### src/rtl/pilha_hw.sv
// pilha_hw: hardware LIFO return/data stack.
// The control FSM holds push/pop as levels. Each rising edge of a level
// is one stack operation. data_out is a registered copy of the top of stack.
// Optional build macro: STACK_WRAP_EN. When it is defined, a push while full
// overwrites the oldest entry instead of being rejected.
module pilha_hw #(
  parameter int WIDTH = 32,
  parameter int DEPTH = 16,
  parameter int AW    = $clog2(DEPTH)
) (
  input  logic             clk,
  input  logic             reset,
  input  logic             push,
  input  logic             pop,
  input  logic [WIDTH-1:0] data_in,
  input  logic             err_clr,
  output logic [WIDTH-1:0] data_out,
  output logic [AW:0]      count,
  output logic             empty,
  output logic             full,
  output logic             overflow,
  output logic             underflow
);

  logic [WIDTH-1:0] mem [DEPTH];
  logic [AW-1:0]    sp;
  logic             push_d, pop_d;
  logic             push_ev, pop_ev;

  logic [AW-1:0]    sp_m1, sp_m2;
  logic             wr_en;
  logic [AW-1:0]    wr_addr;
  logic [AW-1:0]    sp_n;
  logic [AW:0]      cnt_n;
  logic [WIDTH-1:0] dout_n;
  logic             ovf_set, unf_set;

  assign push_ev = push & ~push_d;
  assign pop_ev  = pop & ~pop_d;
  assign sp_m1   = sp - AW'(1);
  assign sp_m2   = sp - AW'(2);
  assign empty   = (count == '0);
  assign full    = (count == (AW+1)'(DEPTH));

  // Decode the edge events into next sp/count/top and a single memory write.
  always_comb begin
    wr_en   = 1'b0;
    wr_addr = sp;
    sp_n    = sp;
    cnt_n   = count;
    dout_n  = data_out;
    ovf_set = 1'b0;
    unf_set = 1'b0;
    if (push_ev && pop_ev && !empty) begin
      // Simultaneous push and pop replace the top in place.
      wr_en   = 1'b1;
      wr_addr = sp_m1;
      dout_n  = data_in;
    end else if (push_ev) begin
      // This branch also handles push+pop on an empty stack as a plain push.
      if (!full) begin
        wr_en  = 1'b1;
        sp_n   = sp + AW'(1);
        cnt_n  = count + (AW+1)'(1);
        dout_n = data_in;
      end else begin
        ovf_set = 1'b1;
`ifdef STACK_WRAP_EN
        // Circular mode: the new word overwrites the oldest slot, and count stays at DEPTH.
        wr_en  = 1'b1;
        sp_n   = sp + AW'(1);
        dout_n = data_in;
`endif
      end
    end else if (pop_ev) begin
      if (empty) begin
        unf_set = 1'b1;
      end else begin
        sp_n   = sp_m1;
        cnt_n  = count - (AW+1)'(1);
        dout_n = (count == (AW+1)'(1)) ? '0 : mem[sp_m2];
      end
    end
  end

  // Storage array has no reset. Writes are blocked while reset is asserted.
  always_ff @(posedge clk) begin
    if (!reset && wr_en) mem[wr_addr] <= data_in;
  end

  // Control state, registered top of stack, and sticky error flags.
  always_ff @(posedge clk) begin
    if (reset) begin
      sp        <= '0;
      count     <= '0;
      data_out  <= '0;
      overflow  <= 1'b0;
      underflow <= 1'b0;
      push_d    <= 1'b0;
      pop_d     <= 1'b0;
    end else begin
      push_d    <= push;
      pop_d     <= pop;
      sp        <= sp_n;
      count     <= cnt_n;
      data_out  <= dout_n;
      // A new error in the same cycle as err_clr takes priority over the clear.
      overflow  <= ovf_set | (overflow  & ~err_clr);
      underflow <= unf_set | (underflow & ~err_clr);
    end
  end

endmodule

### config.mk
export PLATFORM = sky130hd
export DESIGN_NAME = pilha_hw
export DESIGN_NICKNAME = d
export VERILOG_FILES = /design/src/rtl/pilha_hw.sv
export SDC_FILE = /design/constraint.sdc
export NUM_CORES = 1
export LEC_CHECK = 0
export CORE_MARGIN = 2
export CORE_UTILIZATION = 44
export CTS_CLUSTER_DIAMETER = 100
export DETAILED_ROUTE_END_ITERATION = 12
export PLACE_DENSITY = 0.6
export SLEW_MARGIN = 5
export SYNTH_ARGS = -nofsm -noshare
export SYNTH_HDL_FRONTEND = slang
export SYNTH_SLANG_ARGS = --single-unit
export TNS_END_PERCENT = 1
### constraint.sdc
create_clock -name clk -period 6.9 [get_ports clk]
set_clock_uncertainty 0.15 [all_clocks]
set_input_delay 0.69 -clock clk [delete_from_list [all_inputs] [get_ports clk]]
set_output_delay 0.69 -clock clk [all_outputs]
set_load 0.05 [all_outputs]
==> After elaboration in Yosys (flattened, before gate mapping) <==
Memory sizes are Yosys's and may differ from the RTL's.
Cells that the tools add are included.
{ "word_totals": {"memories": 1, "wordCells": 66, "register_bits": 45, "ram_bits": 512} }
{ "memory_table": {"columns": ["name", "words", "word_bits", "rd", "rd_ports_with_merged_regs", "wr", "line_no", "text"], "rows": [
  ["mem", 16, 32, 1, 0, 1, "25", "logic [WIDTH-1:0] mem [DEPTH];"]
]} }
{ "classes": {"add_sub_neg": 5, "n_bitwise": 10, "reduce_logical": 10, "mux": 27, "eq_ne": 6} }
{ "ops": {"columns": ["op", "n"], "rows": [
  ["$mux W32", 6],
  ["$mux W4", 5],
  ["$mux W5", 4],
  ["$mux W1", 12],
  ["$add A5 B1 Y5 const B", 1],
  ["$eq A5 B1 Y1 const B", 1],
  ["$eq A5 B5 Y1 const B", 1],
  ["$logic_not A5 Y1", 1],
  ["$sub A5 B1 Y5 const B", 1],
  ["$add A4 B1 Y4 const B", 1],
  ["$and A1 B1 Y1", 4],
  ["$not A1 Y1", 4],
  ["$reduce_and A4 Y1", 1],
  ["$sub A4 B1 Y4 const B", 1],
  ["$sub A4 B2 Y4 const B", 1],
  ["$logic_and A1 B1 Y1", 3],
  ["$ne A3 B1 Y1 const B", 1],
  ["$ne A3 B2 Y1 const B", 1],
  ["$reduce_and A3 Y1", 1],
  ["$reduce_bool A3 Y1", 1],
  ["$logic_not A1 Y1", 2],
  ["$ne A2 B1 Y1 const B", 1],
  ["$ne A2 B2 Y1 const B", 1],
  ["$or A1 B1 Y1", 2],
  ["$reduce_bool A2 Y1", 1]
]} }

==> Longest topological paths before layout <==
Gate-level depths: netlist (run 1).
{ "depth": {"word_depth": 8, "ltp_mapped": 11, "ltp_nobuf": 7} }

==> Worst setup path before layout (run 1) <==
No wires, ideal clock.
{ "synth_path": {"kind": "register to register", "start": "reg count[0]", "end": "mem mem[10][0] (enable)", "stages_incl_launch_ff": 9, "setup_slack_ps": 1511, "n_path_buf": 2, "t_arrival_ps": 4778, "required_time_ps": 6289, "cell_sequence": "dfxtp_1 -> inv_1 -> ha_1 -> nor4bb_1 -> clkbuf_1 -> a211oi_1 -> or3b_1 -> buf_2 -> nor3_1"} }
{ "synth_between": {"elab_chain_cells": 7, "elab_cells_between_ends": 11, "classes_between": "eq/ne: 1; mux: 6; reduce/logical: 4"} }
{ "synth_rtl": {"columns": ["element", "line_no", "text"], "rows": [
  ["start, declared", "18", "output logic [AW:0] count,"],
  ["start signal, assigned", "105", "count <= cnt_n;"],
  ["$eq A5 B5 Y1", "43", "assign full = (count == (AW+1)'(DEPTH));"],
  ["named net full", "20", "output logic full,"],
  ["$mux W1", "61", "if (!full) begin"],
  ["$mux W1", "59", "end else if (push_ev) begin"],
  ["$mux W1", "54", "if (push_ev && pop_ev && !empty) begin"],
  ["$logic_and A1 B1 Y1", "88", "if (!reset && wr_en) mem[wr_addr] <= data_in;"],
  ["$mux W1", "88", null],
  ["$mux W1 (implied by the code)", "88", null],
  ["end, declared", "25", null]
]} }
The timed path passes the listed nets, and every way through them passes these cells.

==> Worst setup path after layout (run 1) <==
{ "layout_path": {"start": "reg sp[1]", "end": "mem mem[14][5] (enable)"} }
{ "layout_between": {"elab_chain_cells": 2} }
{ "layout_rtl": {"columns": ["element", "line_no", "text"], "rows": [
  ["start, declared", "26", "logic [AW-1:0] sp;"],
  ["start signal, assigned", "104", "sp <= sp_n;"],
  ["$sub A4 B1 Y4", "40", "assign sp_m1 = sp - AW'(1);"],
  ["$mux W4 (*)", "54", null]
]} }
Every way passes the cells marked *; elsewhere a longest branch is shown, timed or not.

==> flow_metrics.tcl, run 1 <==
set metrics [dict create \
    outcome "completed" \
    ioPinCount 78 \
    fp.dieW_um 226 \
    clock-sinks 557 \
    rows 81 \
    antenna_found_initial 0 \
    crit_path_frequent_cell "buf_4" \
    max-cap-violations 0 \
    first_pass_iters 5 \
    hold_ws_ps 348 \
    post-route-min-period_ps 4110 \
    postCtsSetupBuffers 0 \
    cts_hold_buffers 0 \
    grt_remaining_overflow 0 \
    cts_tree "yes" \
    cts.path.max_buffers 3 \
    grt_usage 0.195 \
    first_global_vias 11500 \
    cts_root_buf "clkbuf_16" \
    post_drt_wl_per_cell_um 25.6 \
    synthesis.area_um2 21800 \
    post-route-util 0.516 \
    final.period_utilization 0.596 \
    grt_max_degree 61 \
    rsz0062_at_grt "false" \
    max_freq_ghz 0.243 \
    worstHoldPathType "reg2reg" \
    worstMarginPinSlew_ps 1110 \
    crit_type "reg2reg" \
    dr_total_vias 11000 \
    synthesis.nets 1146 \
    synth_flop_cell "edfxtp_1" \
    finalMaxSlewViolations 0 \
    design_area_um2 25200 \
    yosysWarnings 0 \
    synth_cell_types 51 \
    cts_made_buffers 54 \
    slew_headroom 0.258 \
    hp-start "overflow" \
    antenna_left 0 \
    tns_ps 0 \
    r2r_cells 8 \
    clk_latency_ps 620 \
    worstPathMaxFanout 38 \
    start_util 0.446 \
    r2r_end "mem[14][5]" \
    drc 0 \
    num_antenna_cells 0 \
    pre_cts_ws_ps 2490 \
    place.gp.congestion 0.775 \
    final_nets 1243 \
    synth_area_leaders "edfxtp_1 (71%), mux4_2 (13%), dfxtp_1 (4.1%), mux2_2 (1.7%), a211oi_1 (1.3%)" \
    synth_top_cell_area_share 0.706 \
    dp_hpwl_um 26700 \
    clk_pin_slew_worst_paths_ps 60 \
    synth_largest_area_cell "edfxtp_1" \
    drt-total-wl_um 48700 \
    drive_gt1_frac 0.241 \
    placed_area_um2 23500 \
    synth-edff-count 512 \
    cp-start-kind "register" \
    finalWorstSetupSlack_ps 2790 \
    end_kind "register" \
    slowest_delay_ps 750 \
    r2r_start "sp[1]" \
    dieArea_um2 51300 \
    peakVddDrop_mv 0.195 \
    hold_viol_final 0 \
    die_h_um 226 \
    syn_inst 1100 \
    via_per_inst 5.77 \
    cts_resized 0 \
    grt_pass1_wl_um 73200 \
    p_per_area_nw_per_um2 371 \
    power.leakage_nw 7.84 \
    synth-seq-cells 557 \
    min_path_cells 2 \
    async_flop_share 0 \
    finalSetupViolations 0 \
    ctsHtreeMaxLevel 2 \
    cp_cell_sequence "buf_4 -> inv_2 -> ha_4 -> a21bo_2 -> nor4_1 -> o221ai_1 -> nor2_4 -> buf_4" \
    cp_slowest_cell "nor2_4" \
    ys_seq_area_frac 0.747 \
    initialDrtViolationCount 1117 \
    required_ps 7020 \
    arrival_ps 4230 \
    port-buffer-count 77 \
    hold_end "overflow" \
    core-area_um2 48800 \
    reg2reg_setup_slack_ps 2790 \
    area_growth_pct 15.7 \
    syn_avg_cell_area_um2 19.8 \
]
## metal layers
layer  share of wire  up-vias  track usage
li1                -     4734            -
met1            0.43     5835        0.273
met2            0.49      351        0.318
met3           0.057       71       0.0382
met4           0.017        0       0.0488
met5               0        -            0
## cell usage in the layout, fill, tap and decap left out, types with 32 or more instances in the layout
master           netlist  routed
edfxtp_1             512     512
a21o_1                32      32
dfxtp_1               45      43
a211oi_1              39      39
nor2_1                51      43
mux2_2                33      33
mux4_2               128     128
clkbuf_16              0      54
a221oi_1              32      32
clkdlybuf4s50_1        0      76
nand2_1               66      66
## per-stage QoR
stage                     std cells  power, mW
final                          1905       9.35
after global routing           1905       9.73
after CTS                      1905       9.44
after detailed placement       1805       6.60
after global placement         1805       6.58
after floorplan                1100       5.80
## area by class of cell
type	instances	area, um^2
fill	3962	23700
sequential	557	16300
multi-input combinational	467	5330
clock buffer	81	1550
timing repair buffer	108	1010
tap	664	831
clock inverter	19	159
inverter	9	33.8
## cell families (layout without fill, tap and decap cells)
| kind of cell | Yosys count | in the layout | share of synthesized area |
|---|---|---|---|
| simple gates | 159 | 159 | 0.0326 |
| fa+ha+maj | 9 | 9 | 0.00517 |
| buf+inv | 76 | 217 | 0.0147 |
| xor+xnor | 2 | 2 | 0.000805 |
| flops | 557 | 557 | 0.747 |
| mux | 167 | 167 | 0.152 |
| compound gates | 130 | 130 | 0.0469 |
## registers in the layout, summed over array words and instances, names as in the netlist
signal	count
count	5
underflow	1
pop_d	1
push_d	1
data_out	32
mem	512
overflow	1
sp	4
## power by group
| group | internal [mW] | switching (mW) |
|---|---|---|
| combinational | 1.05 | 1.48 |
| sequential | 3.87 | 0.116 |
| clock | 1.63 | 1.22 |
## worst max-delay path: cells and delay by family, from the launching register on
family	cells	cell delay [ps]
fa+ha+maj	1	250
buf+inv	3	1230
simple gates	2	1090
compound gates	2	710
flops	1	310
## synth_stat cells (2+ instances only)
master and instances:
edfxtp_1 512, mux4_2 128, nand2_1 66, nor2_1 51
dfxtp_1 45, clkbuf_1 42, a211oi_1 39, mux2_2 33
a21o_1 32, a221oi_1 32, buf_2 19, nor3_1 16
ha_1 9, inv_1 8, a21oi_1 6, a31oi_1 6
nor2b_1 6, buf_1 4, nand3_1 4, mux2_1 3
mux2i_1 3, a32oi_1 2, nand2b_1 2, nand4_1 2
nor4_1 2, nor4bb_1 2, o21ai_0 2
## worst max-delay path by stage
stage,from,end,slack [ps],depth (start not counted)
after floorplan,count[0],mem[10][0],1510,8
after global placement,pop,mem[4][11],2580,6
after detailed placement,pop,mem[4][11],2490,6
after CTS,sp[1],mem[14][3],2780,8
after global routing,count[1],mem[14][5],2560,8
final,sp[1],mem[14][5],2790,8
No activity file was read; power rests on OpenSTA's default activity.
==> run 2, diff against run 1 <==
--- a/config.mk
+++ b/config.mk
@@ -9,7 +9,7 @@
 export CORE_UTILIZATION = 44
 export CTS_CLUSTER_DIAMETER = 100
 export DETAILED_ROUTE_END_ITERATION = 12
-export PLACE_DENSITY = 0.6
+export PLACE_DENSITY = 0.62
 export SLEW_MARGIN = 5
 export SYNTH_ARGS = -nofsm -noshare
 export SYNTH_HDL_FRONTEND = slang
==> constraint.sdc (replaced) <==
create_clock -name clk -period 3.51 [get_ports clk]
set_clock_uncertainty 0.15 [all_clocks]
set_input_delay 0.351 -clock clk [delete_from_list [all_inputs] [get_ports clk]]
set_output_delay 0.351 -clock clk [all_outputs]
set_load 0.05 [all_outputs]
==> flow_metrics.tcl, run 2 (synthesis gave the netlist of run 1 again) <==
set metrics [dict create \
    fp.dieW_um 226 \
    placed_area_um2 24100 \
    hold_ws_ps 286 \
    finalMaxSlewViolations 0 \
    worstHoldPathType "in2reg" \
    area_growth_pct 19.5 \
    place.gp.congestion 0.807 \
    dp_hpwl_um 32000 \
    first_global_vias 11700 \
    grt_usage 0.209 \
    grt_pass1_wl_um 77300 \
    num_antenna_cells 0 \
    post-route-util 0.533 \
    cp-startpoint "count[0]" \
    grt_max_degree 56 \
    post_drt_wl_per_cell_um 26.3 \
    r2r_end "mem[15][0]" \
    crit_type "reg2out" \
    tns_ps 0 \
    p_per_area_nw_per_um2 745 \
    min_path_cells 3 \
    largest_register_ffs 512 \
    antenna_found_initial 0 \
    cp_slowest_cell "clkdlybuf4s50_1" \
    drt-total-wl_um 51600 \
    core-area_um2 48800 \
    reg2reg_setup_slack_ps 420 \
    path_buf_inv 3 \
    cp-start-kind "register" \
    end_kind "output pin" \
    cts_root_buf "clkbuf_16" \
    dr_total_vias 11200 \
    finalWorstSetupSlack_ps 134 \
    design_area_um2 26000 \
    hold_viol_final 0 \
    layout_commonest_cell "edfxtp_1" \
    cp_top_family "buffers and inverters" \
    r2r_cells 8 \
    max_freq_ghz 0.296 \
    clock-sinks 557 \
    required_ps 3010 \
    total_power_mw 19.4 \
    finalSetupViolations 0 \
    hp-start "reset" \
    ioPinCount 78 \
    top_regs "mem (512), data_out (32), count (5)" \
    final.period_utilization 0.962 \
    rsz0062_at_grt "false" \
    nFillCells 3875 \
    final_cells 1960 \
    cts_made_buffers 55 \
    final_cell_mix "edfxtp_1 (512), mux4_2 (128), clkdlybuf4s50_1 (76)" \
    drive_gt1_frac 0.283 \
    dieArea_um2 51300 \
    outcome "completed" \
    post-route-min-period_ps 3380 \
    ctsHtreeMaxLevel 2 \
    cp_cell_sequence "inv_1 -> ha_1 -> or4b_4 -> clkinv_2 -> clkdlybuf4s50_1" \
    rows 81 \
    slew_headroom 0.164 \
    start_util 0.446 \
    cts_hold_buffers 0 \
    clk_pin_slew_worst_paths_ps 60 \
    cts_resized 0 \
    largest-register "mem" \
    hold_end "overflow" \
    final_nets 1295 \
    via_per_inst 5.72 \
    power.leakage_nw 8.27 \
    drc 0 \
    max-cap-violations 0 \
    pre_cts_ws_ps 278 \
    initialDrtViolationCount 1085 \
    r2r_start "count[0]" \
    place_inst 1856 \
    worstPathMaxFanout 13 \
    first_pass_iters 5 \
    port-buffer-count 77 \
    arrival_ps 2880 \
    cts_tree "yes" \
    slowest_delay_ps 870 \
    worstMarginPinSlew_ps 1250 \
    grt_remaining_overflow 0 \
    cts.path.max_buffers 3 \
    clk_latency_ps 620 \
    die_h_um 226 \
    postCtsSetupBuffers 0 \
    peakVddDrop_mv 0.406 \
    antenna_left 0 \
]
[run 2: report_power, final]
group | leakage [nW] | internal (mW) | switching (mW) | total, mW
logic | 2.35 | 2.20 | 3.08 | 5.28
registers | 4.98 | 7.60 | 0.211 | 7.81
clock network | 0.944 | 3.80 | 2.50 | 6.30
total | 8.27 | 13.6 | 5.79 | 19.4
[run 2: metal layers]
metal | part of all wire | vias up | GRT usage
li1 | - | 4856 | -
met1 | 0.41 | 5929 | 0.271
met2 | 0.52 | 339 | 0.364
met3 | 0.050 | 88 | 0.0355
met4 | 0.027 | 0 | 0.0618
met5 | 0 | - | 0
[run 2: worst max-delay path by stage]
stage,endpoint,cells past startpoint
after floorplan,mem[13][0],9
after global placement,mem[2][24],6
after detailed placement,mem[2][24],6
after CTS,empty,5
after global routing,empty,5
final,empty,5
[run 2: final cells by class]
type,count,area [um^2],share of cell area
Clock inverter,33,443,0.0170
Multi-Input combinational cell,467,5380,0.207
Inverter,9,35.0,0.00135
Sequential cell,557,16300,0.626
Timing Repair Buffer,159,1530,0.0588
Tap cell,664,831,0.0319
Clock buffer,71,1520,0.0584
[run 2: worst register-to-register path, delay by kind of cell (launching register included)]
kind            cells  cell delay, ps
buf+inv             3             530
flops               1             360
simple gates        3             910
compound gates      1             740
fa+ha+maj           1             160
